## config.mk

```make
export PLATFORM = sky130hd
export DESIGN_NAME = viterbi_acs_sequencer
export DESIGN_NICKNAME = d
export VERILOG_FILES = /design/src/rtl/viterbi_pkg.sv /design/src/rtl/viterbi_tb_mem.sv /design/src/rtl/viterbi_acs_sequencer.sv
export SDC_FILE = /design/constraint.sdc
export NUM_CORES = 1
export LEC_CHECK = 0
export ABC_CLOCK_PERIOD_IN_PS = 14150
export BUFFER_PORTS_ARGS = -buffer_cell sky130_fd_sc_hd__buf_2
export CAP_MARGIN = 20
export CORE_MARGIN = 1.5
export CORE_UTILIZATION = 55
export CTS_CLUSTER_SIZE = 30
export DETAILED_ROUTE_END_ITERATION = 10
export MAX_ROUTING_LAYER = met4
export PLACE_DENSITY = 0.74
export SYNTH_ARGS = -nofsm -noshare
export SYNTH_HDL_FRONTEND = slang
export SYNTH_HIERARCHICAL = 1
export SYNTH_SLANG_ARGS = --single-unit
export TNS_END_PERCENT = 100
```

## constraint.sdc

```tcl
create_clock -name CLK -period 14.15 [get_ports CLK]
set_clock_uncertainty 0.2 [all_clocks]
set_input_delay 1.415 -clock CLK [delete_from_list [all_inputs] [get_ports CLK]]
set_output_delay 1.415 -clock CLK [all_outputs]
set_load 0.01 [all_outputs]
```

## src/rtl/viterbi_pkg.sv

```systemverilog
`default_nettype none
// +-----------------------------------------------------------------------+
// | viterbi_pkg : shared types and constants for the K=3 Viterbi control  |
// | Rev 1.0                                                               |
// +-----------------------------------------------------------------------+
`ifndef VITERBI_PKG_MACROS
`define VITERBI_PKG_MACROS
`define VIT_PM_GET(bus, s, w) bus[(s)*(w) +: (w)]
`define VIT_PM_PACK(p) {p[3], p[2], p[1], p[0]}
`endif

package viterbi_pkg;

  localparam int PM_INIT_DEF  = 64;
  localparam int NORM_THR_DEF = 64;

  typedef enum logic [1:0] {
    S00 = 2'd0,
    S01 = 2'd1,
    S10 = 2'd2,
    S11 = 2'd3
  } trellis_state_t;

  typedef enum logic [2:0] {
    ST_IDLE   = 3'd0,
    ST_LOAD   = 3'd1,
    ST_ISSUE  = 3'd2,
    ST_WAIT   = 3'd3,
    ST_UPDATE = 3'd4,
    ST_TRACE  = 3'd5,
    ST_OUT    = 3'd6
  } fsm_state_t;

endpackage
`default_nettype wire

```

## src/rtl/viterbi_tb_mem.sv

```systemverilog
`default_nettype none
// +-----------------------------------------------------------------------+
// | viterbi_tb_mem : survivor decision store, sync write / async read     |
// | Rev 1.0                                                               |
// +-----------------------------------------------------------------------+
module viterbi_tb_mem
  import viterbi_pkg::*;
#(
  parameter int DEPTH = 16,
  parameter int AW    = $clog2(DEPTH)
) (
  input  logic          clk,
  input  logic          we,
  input  logic [AW-1:0] waddr,
  input  logic [3:0]    wdata,
  input  logic [AW-1:0] raddr,
  output logic [3:0]    rdata
);

  logic [3:0] mem [DEPTH];

  always_ff @(posedge clk) begin
    if (we) mem[waddr] <= wdata;
  end

  assign rdata = mem[raddr];

endmodule
`default_nettype wire

```

## src/rtl/viterbi_acs_sequencer.sv

```systemverilog
`default_nettype none
// +-----------------------------------------------------------------------+
// | viterbi_acs_sequencer : frame controller, metric owner and traceback  |
// | Rev 1.0                                                               |
// +-----------------------------------------------------------------------+
module viterbi_acs_sequencer
  import viterbi_pkg::*;
#(
  parameter int FRAME_LEN = 16,
  parameter int W         = 8,
  parameter int PM_INIT   = PM_INIT_DEF,
  parameter int NORM_THR  = NORM_THR_DEF
) (
  input  logic                 CLK,
  input  logic                 RST,
  input  logic                 sym_valid,
  output logic                 sym_ready,
  input  logic signed [W-1:0]  r0,
  input  logic signed [W-1:0]  r1,
  output logic                 acs_go,
  output logic signed [W-1:0]  acs_r0,
  output logic signed [W-1:0]  acs_r1,
  output logic [4*W-1:0]       acs_pm,
  input  logic                 acs_done,
  input  logic [4*W-1:0]       acs_pm_new,
  input  logic [3:0]           acs_dec,
  output logic                 dec_valid,
  output logic [FRAME_LEN-1:0] dec_word,
  output logic                 acs_err
);

  localparam int SW = $clog2(FRAME_LEN);
  localparam logic [SW-1:0]       LAST      = SW'(FRAME_LEN - 1);
  localparam logic signed [W-1:0] PM_INIT_V = W'(PM_INIT);
  localparam logic signed [W-1:0] THR       = W'(NORM_THR);

  fsm_state_t            state, state_nxt;
  logic [SW-1:0]         step;
  logic signed [W-1:0]   pm      [4];
  logic signed [W-1:0]   pm_lat  [4];
  logic signed [W-1:0]   pm_norm [4];
  logic [3:0]            dec_lat;
  logic [3:0]            rd_dec;
  logic                  all_ge;
  trellis_state_t        tr_s, min_s;

  viterbi_tb_mem #(.DEPTH(FRAME_LEN), .AW(SW)) u_mem (
    .clk   (CLK),
    .we    (state == ST_UPDATE),
    .waddr (step),
    .wdata (dec_lat),
    .raddr (step),
    .rdata (rd_dec)
  );

  always_ff @(posedge CLK) begin
    if (RST) state <= ST_IDLE;
    else     state <= state_nxt;
  end

  always_comb begin
    state_nxt = state;
    case (state)
      ST_IDLE:   state_nxt = ST_LOAD;
      ST_LOAD:   if (sym_valid && sym_ready) state_nxt = ST_ISSUE;
      ST_ISSUE:  state_nxt = ST_WAIT;
      ST_WAIT:   if (acs_done) state_nxt = ST_UPDATE;
      ST_UPDATE: state_nxt = (step == LAST) ? ST_TRACE : ST_LOAD;
      ST_TRACE:  if (step == '0) state_nxt = ST_OUT;
      ST_OUT:    state_nxt = ST_LOAD;
      default:   state_nxt = ST_IDLE;
    endcase
  end

  // Normalise only when every metric clears the threshold; argmin keeps the lowest index on ties.
  always_comb begin
    all_ge = 1'b1;
    for (int i = 0; i < 4; i++) begin
      if (pm_lat[i] < THR) all_ge = 1'b0;
    end
    for (int i = 0; i < 4; i++) begin
      pm_norm[i] = all_ge ? (pm_lat[i] - THR) : pm_lat[i];
    end
    min_s = S00;
    for (int i = 1; i < 4; i++) begin
      if (pm_norm[i] < pm_norm[min_s]) min_s = trellis_state_t'(2'(i));
    end
  end

  assign acs_pm = `VIT_PM_PACK(pm);

  always_ff @(posedge CLK) begin
    if (RST) begin
      sym_ready <= 1'b0;
      acs_go    <= 1'b0;
      dec_valid <= 1'b0;
      acs_err   <= 1'b0;
      acs_r0    <= '0;
      acs_r1    <= '0;
      dec_word  <= '0;
      step      <= '0;
      dec_lat   <= '0;
      tr_s      <= S00;
      for (int i = 0; i < 4; i++) begin
        pm[i]     <= (i == 0) ? '0 : PM_INIT_V;
        pm_lat[i] <= (i == 0) ? '0 : PM_INIT_V;
      end
    end else begin
      sym_ready <= (state_nxt == ST_LOAD);
      acs_go    <= (state_nxt == ST_ISSUE);
      dec_valid <= (state_nxt == ST_OUT);
      if (acs_done && state != ST_WAIT) acs_err <= 1'b1;
      case (state)
        ST_LOAD: begin
          if (sym_valid && sym_ready) begin
            acs_r0 <= r0;
            acs_r1 <= r1;
          end
        end
        ST_WAIT: begin
          if (acs_done) begin
            for (int i = 0; i < 4; i++) pm_lat[i] <= `VIT_PM_GET(acs_pm_new, i, W);
            dec_lat <= acs_dec;
          end
        end
        ST_UPDATE: begin
          for (int i = 0; i < 4; i++) pm[i] <= pm_norm[i];
          if (step == LAST) tr_s <= min_s;
          else              step <= step + 1'b1;
        end
        ST_TRACE: begin
          // Predecessor of {a,b} is {b,d}: shift the stored decision in as the older bit.
          dec_word[step] <= tr_s[1];
          tr_s           <= trellis_state_t'({tr_s[0], rd_dec[tr_s]});
          if (step != '0) step <= step - 1'b1;
        end
        ST_OUT: begin
          step <= '0;
          for (int i = 0; i < 4; i++) pm[i] <= (i == 0) ? '0 : PM_INIT_V;
        end
        default: ;
      endcase
    end
  end

endmodule
`default_nettype wire

```

After elaboration in Yosys (flattened, before gate mapping):

Memory sizes are Yosys's and may differ from the RTL's. A register that Yosys moved wholly into a read port is not among the register bits.
Index checks and enable logic that the tools add are counted.

* output and inout port bits: 68
* bits in writable memories: 128
* memories: 3
* flip-flop bits (word level): 49

Memories
* u_mem.mem: words 16, bits a word 4, rd ports 1, clocked after Yosys merged registers in 1, wr ports 1, RTL line viterbi_tb_mem.sv:20 `logic [3:0] mem [DEPTH];`
* pm: words 4, bits a word 8, rd ports 4, clocked after Yosys merged registers in 0, wr ports 4, RTL line viterbi_acs_sequencer.sv:39 `logic signed [W-1:0] pm [4];`
* pm_lat: words 4, bits a word 8, rd ports 4, clocked after Yosys merged registers in 0, wr ports 4, RTL line viterbi_acs_sequencer.sv:40 `logic signed [W-1:0] pm_lat [4];`

* add/sub/neg operators: 6
* eq/ne operators: 14
* reductions and logical operators: 13
* muxes and demuxes: 59
* magnitude comparators: 12
* bitwise operators: 14

Operator list (number)
* 8-bit 2-to-1 mux: 20
* 8-bit binary-select mux with 2-bit select: 2
* 8-bit less-than comparator, second input constant: 4
* 8-bit subtractor, second input constant: 4
* 8-bit less-than comparator: 3
* 1-bit 2-to-1 mux: 20
* 3-bit case mux with 6 select lines: 1
* 16-bit bitwise mux: 1
* 4-bit 2-to-1 mux: 4
* 3-bit == test, second input constant: 4
* 3-bit 2-to-1 mux: 4
* 1-bit OR: 12
* 4-bit case mux with 3 select lines: 1
* 3-bit by 2-bit == test with 1-bit output, second input constant: 3
* 3-bit by 1-bit == test with 1-bit output, second input constant: 2
* 3-bit >= comparator, second input constant: 2
* 2-bit 2-to-1 mux: 3
* 2-bit != test, second input constant: 3
* 2-bit NOT with 3-bit output: 2
* 2-bit AND reduction: 3
* 4-bit by 5-bit less-than comparator with 1-bit output, second input constant: 1
* 4-bit by 1-bit adder with 4-bit output, second input constant: 1
* 1-bit demux with 4-bit select: 1
* 4-bit == test, second input constant: 1
* 14 further kinds: 16

Longest topological paths before layout:

Gate-level depths: netlist of run 1.
An unclocked memory read counts as a cell.

* word-level depth: 23
* gate-level depth with buffers: 27
* mapped depth without buffers: 25

By module:

Netlist of run 1, hierarchy kept.

By module, submodules not included
* viterbi_acs_sequencer: cells an instance 566, times used 1, sequential area each 2742.6 um^2, area each 5435.2 um^2
* viterbi_tb_mem: cells an instance 126, times used 1, sequential area each 1921.8 um^2, area each 2586.2 um^2

Least setup slack after synthesis of run 1:

Ideal clock, no wire load.

* path kind: flip-flop to flip-flop
* start: memory pm_lat[1][6]
* end: register tr_s[0]
* slack: 7799 ps
* setup time: 58 ps
* stages on the path, launching flop included: 26
* data required time: 13892 ps
* data arrival time: 6094 ps
* path buffers: 2
* clock period less this slack: 6351 ps
* cells stage by stage: edfxtp_1 -> ha_1 -> nand4_4 -> mux2i_1 -> inv_1 -> ha_1 -> o2111ai_1 -> o31ai_1 -> or2_1 -> buf_6 -> mux2i_1 -> ha_1 -> a21o_1 -> a2111oi_0 -> a21oi_1 -> or2_2 -> o31a_1 -> buf_6 -> mux2_4 -> ha_1 -> and3_1 -> a2111oi_0 -> a221oi_2 -> a2111oi_2 -> a2bb2oi_1 -> o21a_1

RTL lines
* from (decl): RTL line viterbi_acs_sequencer.sv:40
* to (signal assigned): RTL line viterbi_acs_sequencer.sv:128 `if (step == LAST) tr_s <= min_s;`
* to (signal assigned): RTL line viterbi_acs_sequencer.sv:134 `tr_s <= trellis_state_t'({tr_s[0], rd_dec[tr_s]});`
* to (decl): RTL line viterbi_acs_sequencer.sv:45 `trellis_state_t tr_s, min_s;`

==> results of run 1 <==
-- sequential cells by signal, summed over array words and instances (netlist names) --
signal     flops
dec_word      16
acs_err        1
sym_ready      1
dec_lat        4
acs_go         1
acs_r0         8
tr_s           2
u_mem/mem     64
pm            32
step           4
acs_r1         8
pm_lat        32
state          3
dec_valid      1
-- placed cells by master (no fill, tap or decap), types with 5 or more instances in the layout --
cell	synthesis	final
nand3_1	17	17
mux2i_1	16	16
xor2_1	5	5
mux2_4	6	6
nor2_1	57	57
ha_1	26	26
buf_2	1	123
nor3_1	26	26
buf_4	0	7
edfxtp_1	112	112
and2_1	39	39
dfxtp_1	65	65
nand3b_1	7	7
o21ai_0	12	12
clkbuf_16	0	17
inv_1	25	25
or3_1	8	8
nand2_1	97	97
nand2b_1	10	10
a21oi_1	53	53
and3_1	5	5
mux4_1	14	14
inv_6	0	5
-- final timing paths --
path / from / endpoint / slack [ns] / cells after the start
worst max-delay path: pm_lat[1][6] / tr_s[0] / 6.65 / 23
worst min register to register: dec_word[13] / dec_word[13] / 0.25 / 2
worst min-delay path: dec_word[13] / dec_word[13] / 0.25 / 2
worst max register to register: pm_lat[1][6] / tr_s[0] / 6.65 / 23
-- critical path, stage by stage (launching register included) --
cell       delay [ns]
edfxtp_1         0.46
ha_1             0.28
nand4_4          0.19
mux2i_1          0.31
inv_1            0.10
ha_1             0.36
o2111ai_1        0.16
o31ai_1          0.44
or2_1            0.50
mux2i_1          0.34
ha_1             0.29
a21o_1           0.18
a2111oi_0        0.55
a21oi_1          0.23
or2_2            0.37
o31a_1           0.27
mux2_4           0.36
ha_1             0.30
and3_1           0.22
a2111oi_0        0.59
a221oi_2         0.17
a2111oi_2        0.25
a2bb2oi_1        0.18
o21a_1           0.13
-- cell families after synthesis --
group	count (synthesis)	synth area share
AO/OA/AOI/OAI	97	0.0742
adder cells (fa/ha/maj)	27	0.0431
multiplexers	42	0.0897
AND/OR/NAND/NOR	282	0.171
flip-flops	177	0.582
XOR/XNOR	7	0.00764
buffers and inverters	60	0.0331
-- final cells by class --
| cell class | instances | area, um^2 | share of cell area |
|---|---|---|---|
| clock buffer | 17 | 425 | 0.0457 |
| inverter | 27 | 101 | 0.0109 |
| clock inverter | 15 | 131 | 0.0141 |
| tap | 180 | 225 | 0.0242 |
| timing repair buffer | 130 | 668 | 0.0718 |
| multi-input combinational | 455 | 3090 | 0.332 |
| sequential | 177 | 4660 | 0.501 |
-- report_power, final --
group	total [mW]	internal (mW)	switching [mW]
clock network	0.442	0.244	0.199
logic	0.0794	0.0348	0.0446
registers	0.560	0.553	0.00673
total	1.08	0.832	0.250
-- metal layers --
layer / vias up / share of wire
li1: 2719 / -
met1: 2662 / 0.42
met2: 180 / 0.51
met3: 22 / 0.051
met4: 0 / 0.016
met5: - / 0
-- stage by stage --
step / cells / area (um^2)
after CTS: 1001 / 9310
after floorplan: 692 / 8020
after global routing: 1001 / 9310
after detailed placement: 969 / 8750
final: 1001 / 9310
after global placement: 969 / 8750
==> impl_metrics.yaml, run 1 <==
run_status:
  status: "finished, final reports clean"
setup_path:
  start_kind: "flip-flop"
  arrival_ns: 7.68
  setup.worst_path.end_class: "flip-flop"
  cp_data_required_time_ns: 14.33
  worstSetupPathType: "reg -> reg"
  path_max_fanout: 10
timing:
  slew_violations: 0
  setup_tns_ns: 0
  fin_crit_sh: 0.530
  hold_viol_final: 0
  hold_ws_ns: 0.253
  fin_ws_ns: 6.65
  fin_crit_ns: 7.50
  rsz0062_at_grt: "false"
  setup_viol: 0
  fmax_mhz: 133
  max_slew_margin: 0.508
  worst_pin_slew_ns: 0.733
floorplan:
  core_area_um2: 14000
  num_rows: 43
  die_h_um: 124
  start_util: 0.571
  io-pin-count: 124
  die_w_um: 124
  die-area_um2: 15300
synth:
  synth.most_common_cell: "edfxtp_1"
  synthDistinctLibCells: 60
  ys.flop_type: "edfxtp_1"
  syn_nets: 775
  seq_area_frac_synth: 0.582
  synth_cells: 692
  ys_top_cells_by_count: "112 x edfxtp_1, 97 x nand2_1, 65 x dfxtp_1, 57 x nor2_1, 53 x a21oi_1"
  syn_area_per_cell_um2: 11.6
  yosys_warnings: 6
  synth_top_area_share: 0.419
  synth_edf_count: 112
  ys_ff_latch: 177
  async_reset_ff_frac: 0
  syn-cell-area_um2: 8020
  yosys.area.top_type: "edfxtp_1"
  synth_area_leaders: "edfxtp_1 42%, dfxtp_1 16%, mux4_1 4.6%, nand2_1 4.5%, ha_1 4.1%"
detailed_routing:
  vias_per_cell: 5.58
  drt_iter0_markers: 390
  postRouteWirelength_um: 17500
  firstDrtPassIters: 6
  vias: 5583
  final_antenna_net_count: 0
  drc: 0
  wire_per_inst_um: 17.5
global_routing:
  first_global_vias: 5228
  grt_use_total: 0.244
  grt_use_met2: 0.413
  gr-total-overflow: 0
  antenna_found_initial: 0
  grt_max_degree: 62
  gr-max-usage-layer: "met2"
  grt_first_pass_wirelength_um: 26700
  met1_usage: 0.292
  use_met3: 0.0563
clocking:
  ctsHtreeMaxLevel: 4
  cts_hold_buf: 0
  cts_tree: "built"
  numCtsBuffers: 17
  cts_root_buf: "clkbuf_16"
  clk_latency_ns: 0.43
  cts_sinks: 177
  clockBufferDepth: 2
  post_cts_resize_count: 0
  clk_pin_slew_ns: 0.07
  cts_setup_buffers: 0
layout:
  nNetsFinal: 891
  drive_above_1_share: 0.223
  final_util: 0.663
  layout-area-overhead-vs-synth_pct: 16.0
  n_fill_cell: 1063
  antenna_cells: 0
pwr:
  power.leakage_nw: 3.71
  ir_drop_mv: 0.109
  power_mw: 1.08
  powerDensity_nw_per_um2: 116
run:
  drv_cap: 0
hold_path:
  hold_class: "reg -> reg"
placed_design:
  post-place-ws_ns: 6.79
  gp_congestion: 0.899
  port_buffers: 123
  dp_hpwl_um: 12500
(Power assumes the default switching activity.)
==> inputs of run 2 (changes only) <==
--- a/config.mk
+++ b/config.mk
@@ -5,15 +5,16 @@
 export SDC_FILE = /design/constraint.sdc
 export NUM_CORES = 1
 export LEC_CHECK = 0
-export ABC_CLOCK_PERIOD_IN_PS = 14150
+export ABC_AREA = 1
+export ABC_CLOCK_PERIOD_IN_PS = 6700
 export BUFFER_PORTS_ARGS = -buffer_cell sky130_fd_sc_hd__buf_2
 export CAP_MARGIN = 20
 export CORE_MARGIN = 1.5
-export CORE_UTILIZATION = 55
+export CORE_UTILIZATION = 51
 export CTS_CLUSTER_SIZE = 30
 export DETAILED_ROUTE_END_ITERATION = 10
 export MAX_ROUTING_LAYER = met4
-export PLACE_DENSITY = 0.74
+export PLACE_DENSITY = 0.72
 export SYNTH_ARGS = -nofsm -noshare
 export SYNTH_HDL_FRONTEND = slang
 export SYNTH_HIERARCHICAL = 1
==> constraint.sdc (replaced) <==
create_clock -name CLK -period 6.7 [get_ports CLK]
set_clock_uncertainty 0.2 [all_clocks]
set_input_delay 0.67 -clock CLK [delete_from_list [all_inputs] [get_ports CLK]]
set_output_delay 0.67 -clock CLK [all_outputs]
set_load 0.01 [all_outputs]
==> impl_metrics.yaml, run 2 <==
run_status:
  status: "finished, final reports clean"
clocking:
  cts_sinks: 177
  cts_root_buf: "clkbuf_16"
  cts_tree: "built"
  cts_setup_buffers: 0
  numCtsBuffers: 17
  clk_latency_ns: 0.43
  ctsHtreeMaxLevel: 4
  cts_hold_buf: 0
  clockBufferDepth: 2
  post_cts_resize_count: 0
  clk_pin_slew_ns: 0.07
floorplan:
  start_util: 0.520
  io-pin-count: 124
  num_rows: 46
  die_w_um: 130
  die_h_um: 130
  core_area_um2: 15800
  die-area_um2: 16800
setup_path:
  cpPeakStageDelay_ns: 0.40
  crit_slowest_cell: "edfxtp_1"
  path_max_fanout: 15
  cp_data_required_time_ns: 6.84
  path_buf_inv: 2
  cp_common_cell: "nand2_1"
  setup.worst_path.end_class: "flip-flop"
  path_delay_family: "simple AND/OR/NAND/NOR gates"
  worstSetupPathType: "reg -> reg"
  arrival_ns: 5.81
  start_kind: "flip-flop"
layout:
  drive_above_1_share: 0.170
  final_util: 0.603
  multi_input_comb_area_um2: 2790
  largest_register: "u_mem/mem"
  n_fill_cell: 1410
  seqCellArea_um2: 4670
  layout-area-overhead-vs-synth_pct: 15.9
  most-common-layout-cells: "200 x nand2_1, 149 x inv_1, 128 x nor2_1"
  final_common_cell: "nand2_1"
  top_regs: "u_mem/mem x64, pm x32, pm_lat x32"
  largest_reg_flops: 64
  nNetsFinal: 1125
synth:
  synth_area_leaders: "edfxtp_1 41%, dfxtp_1 16%, nand2_1 9.2%, inv_1 6.8%, nor2_1 5.9%"
  synth_edf_count: 112
  syn_area_per_cell_um2: 8.85
  async_reset_ff_frac: 0
  synthAdderAreaFrac: 0.0421
  synth_mux_area_frac: 0
  synth_compound_area_frac: 0.0762
  ys.flop_type: "edfxtp_1"
  synthSimpleGateAreaFrac: 0.217
  synthXorXnorAreaFrac: 0.00427
  syn_nets: 1009
  synth_cells: 926
  ys_ff_latch: 177
  synth_top_family_by_area: "simple AND/OR/NAND/NOR gates"
  ys_top_cells_by_count: "200 x nand2_1, 149 x inv_1, 128 x nor2_1, 112 x edfxtp_1, 68 x nand3_1"
  synthDistinctLibCells: 38
  seq_area_frac_synth: 0.569
  synth_top_area_share: 0.410
  yosys_warnings: 6
  synth.most_common_cell: "nand2_1"
  yosys.area.top_type: "edfxtp_1"
  syn-cell-area_um2: 8200
pwr:
  p_int_mw: 1.73
  pwr-share-comb: 0.086
  power_switching_uw: 569
  p_clk_frac: 0.400
  pwr-share-seq: 0.514
  ir_drop_mv: 0.189
  power.leakage_nw: 4.43
  powerDensity_nw_per_um2: 242
  swShare: 0.248
timing:
  rsz0062_at_grt: "false"
  setup_viol: 0
  slew_violations: 0
  fin_crit_sh: 0.847
  fmax_mhz: 176
  worst_pin_slew_ns: 1.06
  max_slew_margin: 0.292
  setup_tns_ns: 0
  hold_viol_final: 0
  fin_crit_ns: 5.67
global_routing:
  grt_use_total: 0.233
  grt_first_pass_wirelength_um: 28900
  antenna_found_initial: 1
  grt_max_degree: 42
  first_global_vias: 5869
  gr-total-overflow: 0
placed_design:
  dp_hpwl_um: 12700
  port_buffers: 123
  gp_congestion: 0.875
detailed_routing:
  vias: 6395
  vias_per_cell: 5.03
  final_antenna_net_count: 0
  postRouteWirelength_um: 18300
  firstDrtPassIters: 5
  drc: 0
  wire_per_inst_um: 14.4
  drt_iter0_markers: 561
run:
  drv_cap: 0
hold_path:
  hold_class: "in -> reg"
[run 2: per-stage QoR]
stage | hold WS, ns | cells | cell area [um^2] | power [mW] | worst slack (ns)
6_report | 0.225 | 1272 | 9500 | 2.30 | 1.03
5_1_grt | 0.218 | 1272 | 9500 | 2.39 | 0.394
4_1_cts | 0.211 | 1271 | 9500 | 2.31 | 1.11
3_5_place_dp | 0.257 | 1239 | 8950 | 1.40 | 1.13
3_3_place_gp | 0.254 | 1239 | 8950 | 1.40 | 1.35
2_1_floorplan | 0.290 | 926 | 8200 | 1.34 | 1.41
[run 2: power by group through the flow]
| stage | sequential (mW) | clock, mW | combinational (mW) |
|---|---|---|---|
| finish | 1.18 | 0.920 | 0.198 |
| global route | 1.18 | 0.978 | 0.229 |
| CTS | 1.18 | 0.932 | 0.199 |
| detailed placement | 1.21 | 0 | 0.197 |
| global placement | 1.21 | 0 | 0.191 |
| floorplan | 1.21 | 0 | 0.134 |
[run 2: path summary, 6_finish.rpt]
path                                   start          to  slack (ns)  cells past startpoint
worst min-delay path              acs_dec[1]  dec_lat[1]        0.22                      3
worst max register to register  pm_lat[0][7]     tr_s[1]        1.03                     32
worst max-delay path            pm_lat[0][7]     tr_s[1]        1.03                     32
worst min register to register      pm[0][2]    pm[0][2]        0.27                      2
[run 2: layout make-up]
class	instances	area share
multi-input cells	565	0.293
well taps	216	0.0284
clock inverters	13	0.0109
flip-flops and latches	177	0.491
clock buffers	19	0.0466
repair buffers	127	0.0679
inverters	154	0.0616
diodes	1	0.000263
[run 2: cell families after synthesis]
group | count (synthesis)
AND/OR/NAND/NOR | 425
buffers and inverters | 184
flip-flops | 177
AO/OA/AOI/OAI | 109
adder cells (fa/ha/maj) | 27
XOR/XNOR | 4
[run 2: worst register-to-register path: cells and delay by family (launching register included)]
kind                       cells  cell delay, ns
DFF                            1            0.40
adders and majority gates      4            1.14
buffers and inverters          2            0.11
AOI/OAI and AO/OA              7            1.52
and+or+nand+nor               19            2.23
[run 2: per-layer routing]
metal / track usage / vias up / wire [um]
li1: - / 3238 / -
met1: 0.303 / 2937 / 8470
met2: 0.369 / 205 / 8540
met3: 0.0533 / 15 / 1110
met4: 0.0614 / 0 / 176
met5: - / - / 0
==> inputs of run 3 (changes only) <==
--- a/config.mk
+++ b/config.mk
@@ -6,15 +6,15 @@
 export NUM_CORES = 1
 export LEC_CHECK = 0
 export ABC_AREA = 1
-export ABC_CLOCK_PERIOD_IN_PS = 6700
+export ABC_CLOCK_PERIOD_IN_PS = 5300
 export BUFFER_PORTS_ARGS = -buffer_cell sky130_fd_sc_hd__buf_2
 export CAP_MARGIN = 20
 export CORE_MARGIN = 1.5
-export CORE_UTILIZATION = 51
+export CORE_UTILIZATION = 55
 export CTS_CLUSTER_SIZE = 30
 export DETAILED_ROUTE_END_ITERATION = 10
 export MAX_ROUTING_LAYER = met4
-export PLACE_DENSITY = 0.72
+export PLACE_DENSITY = 0.73
 export SYNTH_ARGS = -nofsm -noshare
 export SYNTH_HDL_FRONTEND = slang
 export SYNTH_HIERARCHICAL = 1
==> constraint.sdc (replaced) <==
create_clock -name CLK -period 5.3 [get_ports CLK]
set_clock_uncertainty 0.2 [all_clocks]
set_input_delay 0.53 -clock CLK [delete_from_list [all_inputs] [get_ports CLK]]
set_output_delay 0.53 -clock CLK [all_outputs]
set_load 0.01 [all_outputs]
==> impl_metrics.yaml, run 3 (synthesized netlist as in run 2, its figures left out) <==
run_status:
  status: "finished, final reports clean"
timing:
  setup_tns_ns: 0
  hold_ws_ns: 0.100
  fin_crit_sh: 0.939
  max_slew_margin: 0.324
  setup_viol: 0
  hold_viol_final: 0
  worst_pin_slew_ns: 1.01
  fin_crit_ns: 4.98
  fmax_mhz: 201
  slew_violations: 0
  fin_ws_ns: 0.324
global_routing:
  gr-max-usage-layer: "met2"
  use_met3: 0.0394
  grt_first_pass_wirelength_um: 29900
  first_global_vias: 6158
  gr-total-overflow: 0
  grt_max_degree: 41
  grt_use_total: 0.248
  grt_use_met2: 0.363
  met1_usage: 0.346
  antenna_found_initial: 0
setup_path:
  start_kind: "flip-flop"
  worstSetupPathType: "reg -> reg"
  reg2reg_from: "pm_lat[0][7]"
  arrival_ns: 5.10
  crit_slowest_cell: "edfxtp_1"
  setup.worst_path.end_class: "flip-flop"
  cp_data_required_time_ns: 5.43
  path_buf_inv: 4
  path_max_fanout: 9
  path_delay_family: "simple AND/OR/NAND/NOR gates"
  startpoint: "pm_lat[0][7]"
  cpPeakStageDelay_ns: 0.41
  cp_common_cell: "nand2_1"
clocking:
  clockBufferDepth: 2
  ctsHtreeMaxLevel: 4
  clk_latency_ns: 0.43
  cts_root_buf: "clkbuf_16"
  cts_tree: "built"
  clk_pin_slew_ns: 0.06
  cts_sinks: 177
  numCtsBuffers: 17
  cts_hold_buf: 0
floorplan:
  core_area_um2: 14500
  die_w_um: 125
  die-area_um2: 15600
  io-pin-count: 124
  start_util: 0.564
  die_h_um: 125
  num_rows: 44
layout:
  antenna_cells: 0
  largest_register: "u_mem/mem"
  nNetsFinal: 1141
  top_regs: "u_mem/mem x64, pm x32, pm_lat x32"
  largest_reg_flops: 64
  n_fill_cell: 1224
  layout-area-overhead-vs-synth_pct: 18.0
  most-common-layout-cells: "196 x nand2_1, 149 x inv_1, 127 x nor2_1"
  final_common_cell: "nand2_1"
  drive_above_1_share: 0.190
detailed_routing:
  vias: 6555
  wire_per_inst_um: 14.5
  vias_per_cell: 5.22
  firstDrtPassIters: 5
  final_antenna_net_count: 0
  drt_iter0_markers: 510
  drc: 0
  postRouteWirelength_um: 18300
placed_design:
  port_buffers: 123
  gp_congestion: 0.914
  post-place-ws_ns: -0.112
  dp_hpwl_um: 12500
pwr:
  power.leakage_nw: 4.55
  ir_drop_mv: 0.204
  powerDensity_nw_per_um2: 315
hold_path:
  hold_class: "in -> reg"
  hold_start: "acs_dec[0]"
run:
  drv_cap: 0
## run 3: cell types whose count changed in the layout (fill, tap and decap cells not counted), sizes merged, moves of 2 or more
cell / previous run / this run
clkinvlp: 2 / 0
buf: 127 / 142
clkbuf: 19 / 23
clkinv: 11 / 9
## run 3: repair_timing
action,in CTS,in global routing
resized for setup,2,16
gates cloned,0,1
setup endpoints to repair,2,2
pin swaps,0,12
setup buffers,0,11
## run 3: through the flow
step	area [um^2]	instances	utilization	power [mW]
final	9680	1255	0.666	3.05
after CTS	9540	1242	0.656	3.01
after global placement	8930	1210	0.614	1.77
after detailed placement	8930	1210	0.614	1.77
after global routing	9680	1255	0.666	3.17
after floorplan	8200	926	-	1.69
## run 3: worst register-to-register path, delay by kind of cell (launching register included)
kind | cells | cell delay (ns)
fa+ha+maj | 4 | 0.89
buf+inv | 4 | 0.44
compound gates | 7 | 0.99
flops | 1 | 0.41
simple gates | 19 | 1.94
## run 3: cell type report
type / count / area [um^2] / area share
inverters: 154 / 586 / 0.0605
multi-input cells: 566 / 2840 / 0.293
repair buffers: 142 / 758 / 0.0784
flip-flops and latches: 177 / 4660 / 0.482
clock buffers: 23 / 509 / 0.0526
clock inverters: 9 / 92.6 / 0.00957
well taps: 184 / 230 / 0.0238
## run 3: where the power goes
| group | leakage (nW) | internal (mW) | total (mW) | switching [mW] |
|---|---|---|---|---|
| Sequential | 1.59 | 1.48 | 1.49 | 0.0152 |
| Clock | 0.299 | 0.730 | 1.25 | 0.523 |
| Combinational | 2.67 | 0.126 | 0.305 | 0.180 |
| Total | 4.55 | 2.33 | 3.05 | 0.718 |
## run 3: worst paths after layout
| kind | endpoint | slack (ns) | depth (start not counted) |
|---|---|---|---|
| max | tr_s[0] | 0.32 | 34 |
| min | dec_lat[0] | 0.10 | 3 |
| max reg2reg | tr_s[0] | 0.32 | 34 |
| min reg2reg | pm[3][5] | 0.26 | 2 |
## run 3: per-layer routing
metal  part of all wire  vias up
met5                  0        -
met4              0.019        0
met3              0.062       27
li1                   -     3271
met2               0.44      242
met1               0.47     3015
